--- config.mk ---
export PLATFORM = sky130hd
export DESIGN_NAME = exe_mem_issue
export DESIGN_NICKNAME = d
export VERILOG_FILES = /design/src/rtl/exe_mem_issue.sv
export SDC_FILE = /design/constraint.sdc
export NUM_CORES = 1
export LEC_CHECK = 0
export ABC_AREA = 1
export BUFFER_PORTS_ARGS = -buffer_cell sky130_fd_sc_hd__buf_2
export CAP_MARGIN = 10
export CELL_PAD_IN_SITES_DETAIL_PLACEMENT = 0
export CELL_PAD_IN_SITES_GLOBAL_PLACEMENT = 1
export CORE_MARGIN = 5
export CORE_UTILIZATION = 35
export DETAILED_ROUTE_END_ITERATION = 10
export GPL_TIMING_DRIVEN = 0
export PLACE_DENSITY_LB_ADDON = 0.15
export SLEW_MARGIN = 5
export SYNTH_ARGS = -nofsm -noshare
export SYNTH_HDL_FRONTEND = slang
export SYNTH_SLANG_ARGS = --single-unit
--- constraint.sdc ---
create_clock -name clk -period 2.4 [get_ports clk]
set_input_delay 0.24 -clock clk [delete_from_list [all_inputs] [get_ports clk]]
set_output_delay 0.24 -clock clk [all_outputs]
set_load 0.03 [all_outputs]
--- src/rtl/exe_mem_issue.sv ---
// rtl/exe_mem_issue.sv - execute-stage address generation, ALE check and data-bus request issue
module exe_mem_issue (
    input  logic        clk,
    input  logic        resetn,
    output logic        es_allowin,
    input  logic        ds2es_valid,
    input  logic [31:0] ds_pc,
    input  logic [31:0] ds_base,
    input  logic [31:0] ds_offset,
    input  logic [31:0] ds_st_data,
    input  logic [7:0]  ds_mem_op,
    input  logic        ds_rf_we,
    input  logic [4:0]  ds_rf_waddr,
    input  logic [6:0]  ds_ex,
    input  logic        ms_allowin,
    output logic        es2ms_valid,
    output logic [31:0] es_pc,
    output logic [31:0] es_result,
    output logic [4:0]  es_ld_op,
    output logic        es_wait_data,
    output logic [7:0]  es_ex_zip,
    output logic        es_fwd_load,
    output logic        es_fwd_we,
    output logic [4:0]  es_fwd_waddr,
    output logic        es_ex,
    input  logic        ms_ex,
    input  logic        wb_ex,
    output logic        data_sram_req,
    output logic        data_sram_wr,
    output logic [1:0]  data_sram_size,
    output logic [3:0]  data_sram_wstrb,
    output logic [31:0] data_sram_addr,
    output logic [31:0] data_sram_wdata,
    input  logic        data_sram_addr_ok
);
    logic        es_valid;
    logic        req_sent;
    logic [31:0] pc_r, base_r, offset_r, st_data_r;
    logic [7:0]  mem_op_r;
    logic        rf_we_r;
    logic [4:0]  rf_waddr_r;
    logic [6:0]  ex_r;

    logic        ld_b, ld_bu, ld_h, ld_hu, ld_w, st_b, st_h, st_w;
    logic [31:0] addr;
    logic        is_mem, ale, need_req, req_hs, es_ready_go;

    assign {ld_b, ld_bu, ld_h, ld_hu, ld_w, st_b, st_h, st_w} = mem_op_r;

    assign addr     = base_r + offset_r;
    assign is_mem   = |mem_op_r;
    assign ale      = ((ld_h | ld_hu | st_h) & addr[0]) | ((ld_w | st_w) & (addr[1:0] != 2'b00));
    assign es_ex    = es_valid & ((|ex_r) | ale);
    assign need_req = is_mem & ~es_ex & ~ms_ex;

    // Request is suppressed by any downstream exception or flush so no side effect escapes.
    assign data_sram_req = es_valid & is_mem & ~es_ex & ~ms_ex & ~wb_ex & ~req_sent;
    assign req_hs        = data_sram_req & data_sram_addr_ok;

    assign es_ready_go = ~need_req | req_sent | req_hs;
    assign es_allowin  = ~es_valid | (es_ready_go & ms_allowin);
    assign es2ms_valid = es_valid & es_ready_go;

    assign es_pc        = pc_r;
    assign es_result    = is_mem ? addr : base_r;
    assign es_ld_op     = {ld_b, ld_bu, ld_h, ld_hu, ld_w};
    assign es_wait_data = req_sent | req_hs;
    assign es_ex_zip    = {ex_r, ale};
    assign es_fwd_load  = es_valid & (|es_ld_op);
    assign es_fwd_we    = es_valid & rf_we_r;
    assign es_fwd_waddr = rf_waddr_r;

    assign data_sram_wr   = st_b | st_h | st_w;
    assign data_sram_size = {ld_w | st_w, ld_h | ld_hu | st_h};
    assign data_sram_addr = addr;

    always_comb begin
        data_sram_wstrb = 4'b0000;
        data_sram_wdata = st_data_r;
        if (st_b) begin
            data_sram_wstrb = 4'b0001 << addr[1:0];
            data_sram_wdata = {4{st_data_r[7:0]}};
        end else if (st_h) begin
            data_sram_wstrb = 4'b0011 << {addr[1], 1'b0};
            data_sram_wdata = {2{st_data_r[15:0]}};
        end else if (st_w) begin
            data_sram_wstrb = 4'b1111;
        end
    end

    always_ff @(posedge clk) begin
        if (!resetn) begin
            es_valid <= 1'b0;
        end else if (wb_ex) begin
            es_valid <= 1'b0;
        end else if (es_allowin) begin
            es_valid <= ds2es_valid;
        end
    end

    // Remembers an accepted request while the instruction is stalled by the memory stage.
    always_ff @(posedge clk) begin
        if (!resetn || wb_ex) begin
            req_sent <= 1'b0;
        end else if (es2ms_valid && ms_allowin) begin
            req_sent <= 1'b0;
        end else if (req_hs) begin
            req_sent <= 1'b1;
        end
    end

    always_ff @(posedge clk) begin
        if (!resetn) begin
            pc_r       <= 32'h0;
            base_r     <= 32'h0;
            offset_r   <= 32'h0;
            st_data_r  <= 32'h0;
            mem_op_r   <= 8'h0;
            rf_we_r    <= 1'b0;
            rf_waddr_r <= 5'h0;
            ex_r       <= 7'h0;
        end else if (ds2es_valid && es_allowin) begin
            pc_r       <= ds_pc;
            base_r     <= ds_base;
            offset_r   <= ds_offset;
            st_data_r  <= ds_st_data;
            mem_op_r   <= ds_mem_op;
            rf_we_r    <= ds_rf_we;
            rf_waddr_r <= ds_rf_waddr;
            ex_r       <= ds_ex;
        end
    end
endmodule

==> results by stage <==
Critical path:
- The cell type group with the largest total delay on the critical path is adder cells.
- The type of element launching the critical path is a flip-flop.
- The launching element of the worst setup path is base_r[0]$_SDFFE_PN0P_.
- The arrival time of the worst setup path is 2.55 ns.
- Traced cell by cell, the critical path runs through ha_4 -> inv_4 -> fa_2 -> nand2_2 -> nand2_2 -> nand3_2 -> nand2_2 -> o211ai_2 -> nand2_2 -> nand2_4 -> buf_12 -> buf_12 -> buf_8.
- The worst setup path is of the reg2out kind.
- The slowest cell on the critical path is sky130_fd_sc_hd__fa_2.
- The worst register-to-register path has a depth of 17.
- The worst setup path is captured at a primary output.
- The buffering stage count on the worst path with inverters included is 4.
- The data required time at the worst endpoint is 2.16 ns.
- The cell that appears most often on the critical path is sky130_fd_sc_hd__nand2_2.
- In this run the worst setup path terminates at es_allowin.
- The critical path depth in cells is 13.
- Along the worst path, the maximum fanout reaches 3.
- In this run the critical register-to-register path is launched from base_r[0]$_SDFFE_PN0P_.
- In this run the critical register-to-register path is captured at offset_r[14]$_SDFFE_PN0P_.
- For this run, the slowest stage of the critical path takes 0.58 ns.
- The setup check on the worst reg-to-reg path leaves a slack of -0.27 ns.

Clocking:
- The clock sink count is 151.
- The library cell used as clock root buffer is sky130_fd_sc_hd__clkbuf_16.
- In this run, CTS created clock tree buffers numbering 17.
- The clock latency reported for the late side of the worst-skew pair is 0.43 ns.
- The maximum number of buffers from clock root to sink is 2.
- The clock tree from TritonCTS is built.
- The number of buffers inserted by hold repair at cts is 0.
- The clock transition at the registers of the reported paths is 0.07 ns.
- The H-tree was split into 4 levels.

Global route:
- Entering global routing, the biggest net connects 17 pins.
- The global-route usage over all layers is 25.6%.
- The via count of the first global-routing pass was 11500.
- The overflow left after global routing is 0.
- The first global-routing pass estimated 62800 um of wire.
- The number of antenna violations at the first check in global routing was 10.

Timing:
- The fraction of the cycle the final worst path needs is 116%.
- For the final routed database, the setup TNS stands at -39.03 ns.
- Across all hold checks on the routed design, the worst slack comes to 0.0433 ns.
- The post-route worst setup slack is -0.390 ns.
- The slew at the pin closest to its max-slew limit is 1.01 ns.
- The remaining max-slew budget at the tightest pin is 32.7%.
- Setup repair after global routing could not meet its margin everywhere.
- The highest clock frequency the design can meet is 0.358 GHz.
- The worst path in the final design needs a cycle of 2.79 ns, including I/O delays and setup.
- The setup-violating endpoint count in the final report is 208.
- The number of failing hold endpoints at the final stage is 0.
- The clock skew is 0.0134 ns.
- The max-slew violation count is 0.

Floorplan:
- The boundary pin count is 316.
- The horizontal die dimension is 178 um.
- The height of the chip is 178 um.
- The starting density of the core is 35.4%.
- After floorplanning, the core was divided into 61 placement rows.
- The core footprint is 27800 um2.
- The die area is 31600 um2.

Route:
- The detail route stage leaves a number of antenna-violating nets equal to 0.
- For this run, design rule violations remaining after detail routing come to 0.
- In the routed layout, each cell is associated on average with a via count of 4.90.
- After the first detailed-routing iteration, the DRC count stood at 569.
- The number of detailed-routing iterations run before antenna repair is 5.
- The final layout contains routed wiring with a total length of 41600 um.
- Dividing the detail-routed wire length by the instance count gives 17.4 um.
- The vias after detailed routing is 11700.

Synthesis:
- The fraction of registers with async set or reset after synthesis is 0%.
- Dividing the synthesized area by the synthesized cell count gives 6.17 um2.
- Summing the sequential cell areas from Yosys gives 30.7% of the chip area.
- The number of register bits inferred by synthesis is 151.
- During synthesis, Yosys emitted a total of 0 warnings.
- The count of flip-flops with a built-in enable after synthesis is 0.
- Synthesis produced a netlist whose cell count is 1596.
- Among all flip-flop cells after synthesis, the most frequent one is sky130_fd_sc_hd__dfxtp_1.
- The post-synthesis instance area is 9840 um2.
- The count of distinct cell types in the synthesized netlist is 35.
- Counting every net in the synthesized netlist gives 1784.

Final layout:
- The area growth from synthesis to layout is 55.4%.
- Leaving out fill and tap cells, the most frequent cells in the layout are 306 x sky130_fd_sc_hd__nand2_1, 255 x sky130_fd_sc_hd__buf_2, 200 x sky130_fd_sc_hd__inv_1, 183 x sky130_fd_sc_hd__nor2_1, 169 x sky130_fd_sc_hd__nand3_1.
- The count of filler cells inserted in the layout is 2910.
- Summing all flip-flop and latch instances after layout gives 3100 um2.
- The number of nets in the final layout is 2187.
- The share of final-layout standard cells stronger than drive strength 1 is 40.5%.
- The area taken by multi-input logic gates is 7020 um2.
- The most common library cell in the layout ignoring fill and taps is sky130_fd_sc_hd__nand2_1.

Power:
- The largest voltage drop on the vdd net is 0.444 mV.
- The power density normalized to cell area is 634 nW/um2.
- The leakage power figure is 8.04 nW.

Job:
- The max-cap violation count is 0.

Place:
- The worst setup timing slack at the placement stage is -0.446 ns.
- Buffers placed on the I/O ports in this run total 313.
- The congestion estimate from routability-driven global placement came to 0.916.
- The post-detailed-placement half-perimeter wirelength is 31000 um.

Min path:
- The min-delay analysis places its worst path in the category in2reg.

Outcome:
- The run finished, with violations left.
- The final reports fail on negative setup slack.
power by group:
group / leakage (nW) / switching (W) / internal (W)
Clock: 0.302 / 0.00130 / 0.00155
Combinational: 6.47 / 0.00236 / 0.00156
Sequential: 1.27 / 0.000207 / 0.00271
Total: 8.04 / 0.00387 / 0.00582
registers in the layout, summed over array words and instances, names as in the netlist:
register,count
base_r,32
es_pc,32
offset_r,32
st_data_r,32
mem_op_r,8
ex_r,7
es_fwd_waddr,5
es_valid,1
req_sent,1
rf_we_r,1
kinds of logic after synthesis:
| logic type | after synthesis | synth area share, % |
|---|---|---|
| simple gates | 823 | 35.0 |
| flops | 151 | 30.7 |
| xor+xnor | 18 | 1.60 |
| buf+inv | 322 | 14.9 |
| fa+ha+maj | 32 | 4.14 |
| compound gates | 242 | 12.7 |
| mux | 8 | 0.915 |
worst min-delay path by stage:
| stage | start | to | slack [ns] | cells past startpoint |
|---|---|---|---|---|
| floorplan | ms_allowin | req_sent$_SDFFE_PP0P_ | 0.33 | 1 |
| global placement | es_pc[15]$_SDFFE_PN0P_ | es_pc[15]$_SDFFE_PN0P_ | 0.46 | 2 |
| detailed placement | es_pc[5]$_SDFFE_PN0P_ | es_pc[5]$_SDFFE_PN0P_ | 0.46 | 2 |
| CTS | ms_allowin | req_sent$_SDFFE_PP0P_ | 0.03 | 2 |
| global route | ms_allowin | req_sent$_SDFFE_PP0P_ | 0.02 | 2 |
| finish | ms_allowin | req_sent$_SDFFE_PP0P_ | 0.04 | 2 |
Yosys cell counts, types with 2 or more instances:
cell type                    n  area (um2)
sky130_fd_sc_hd__nand2_1   378        1420
sky130_fd_sc_hd__inv_1     213         800
sky130_fd_sc_hd__nor2_1    207         777
sky130_fd_sc_hd__nand3_1   192         961
sky130_fd_sc_hd__a21oi_1   185         926
sky130_fd_sc_hd__dfxtp_1   151        3020
sky130_fd_sc_hd__clkbuf_1   55         206
sky130_fd_sc_hd__o21ai_0    43         215
sky130_fd_sc_hd__ha_1       31         388
sky130_fd_sc_hd__buf_4      24         180
sky130_fd_sc_hd__buf_6      23         259
sky130_fd_sc_hd__xor2_1     16         140
sky130_fd_sc_hd__and2_1     13        81.3
sky130_fd_sc_hd__nor3_1     10        50.1
sky130_fd_sc_hd__mux2_2      8        90.1
sky130_fd_sc_hd__nand3b_1    8        60.1
sky130_fd_sc_hd__nand4_1     7        43.8
sky130_fd_sc_hd__buf_1       6        22.5
sky130_fd_sc_hd__o21bai_1    4        30.0
sky130_fd_sc_hd__a21o_1      2        15.0
sky130_fd_sc_hd__nand2_2     2        12.5
sky130_fd_sc_hd__nor2_2      2        12.5
sky130_fd_sc_hd__o211ai_1    2        15.0
sky130_fd_sc_hd__or2_2       2        12.5
sky130_fd_sc_hd__xnor2_1     2        17.5
worst register-to-register path, cell delays in order, from the launching register on:
cell                       delay [ns]
sky130_fd_sc_hd__dfxtp_4         0.37
sky130_fd_sc_hd__ha_4            0.16
sky130_fd_sc_hd__inv_4           0.04
sky130_fd_sc_hd__fa_2            0.58
sky130_fd_sc_hd__nand2_2         0.09
sky130_fd_sc_hd__nand2_2         0.08
sky130_fd_sc_hd__nand3_2         0.08
sky130_fd_sc_hd__nand2_2         0.08
sky130_fd_sc_hd__o211ai_2        0.10
sky130_fd_sc_hd__nand2_2         0.10
sky130_fd_sc_hd__nand2_4         0.07
sky130_fd_sc_hd__buf_12          0.14
sky130_fd_sc_hd__buf_4           0.15
sky130_fd_sc_hd__buf_12          0.14
sky130_fd_sc_hd__buf_8           0.15
sky130_fd_sc_hd__nand3_1         0.07
sky130_fd_sc_hd__nand2_1         0.08
sky130_fd_sc_hd__nor2_1          0.11
routing by layer:
layer | GRT usage [%] | share of wire (%) | wire [um] | up-vias
li1 | - | - | - | 5843
met1 | 31.0 | 41 | 17100 | 5385
met2 | 45.0 | 49 | 20600 | 385
met3 | 5.69 | 5.8 | 2430 | 87
met4 | 8.38 | 3.4 | 1420 | 16
met5 | 0 | 0.25 | 104 | -
layout make-up:
type | count | share of cell area [%]
clock inverters | 13 | 1.01
repair buffers | 384 | 16.5
inverters | 214 | 5.30
diodes | 2 | 0.0327
plain buffers | 108 | 4.95
well taps | 378 | 3.09
clock buffers | 19 | 2.96
flip-flops and latches | 151 | 20.2
multi-input cells | 1123 | 45.9
metrics by stage:
stage / std cells / power, W / area, um2 / util, %
2_1_floorplan: 1596 / 0.00492 / 9920 / -
6_report: 2392 / 0.00969 / 15300 / 55.1
3_3_place_gp: 2287 / 0.00589 / 12000 / 43.1
3_5_place_dp: 2287 / 0.00591 / 12000 / 43.1
5_1_grt: 2391 / 0.0102 / 15300 / 55.0
4_1_cts: 2365 / 0.00953 / 14600 / 52.5
repair_timing:
| item | CTS | global route |
|---|---|---|
| cloned | 0 | 1 |
| pin swaps | 104 | 60 |
| buffers inserted | 46 | 25 |
| endpoints found under the setup margin | 228 | 234 |
| resized for setup | 429 | 138 |
Note: power is estimated with default switching activity, not from simulation.
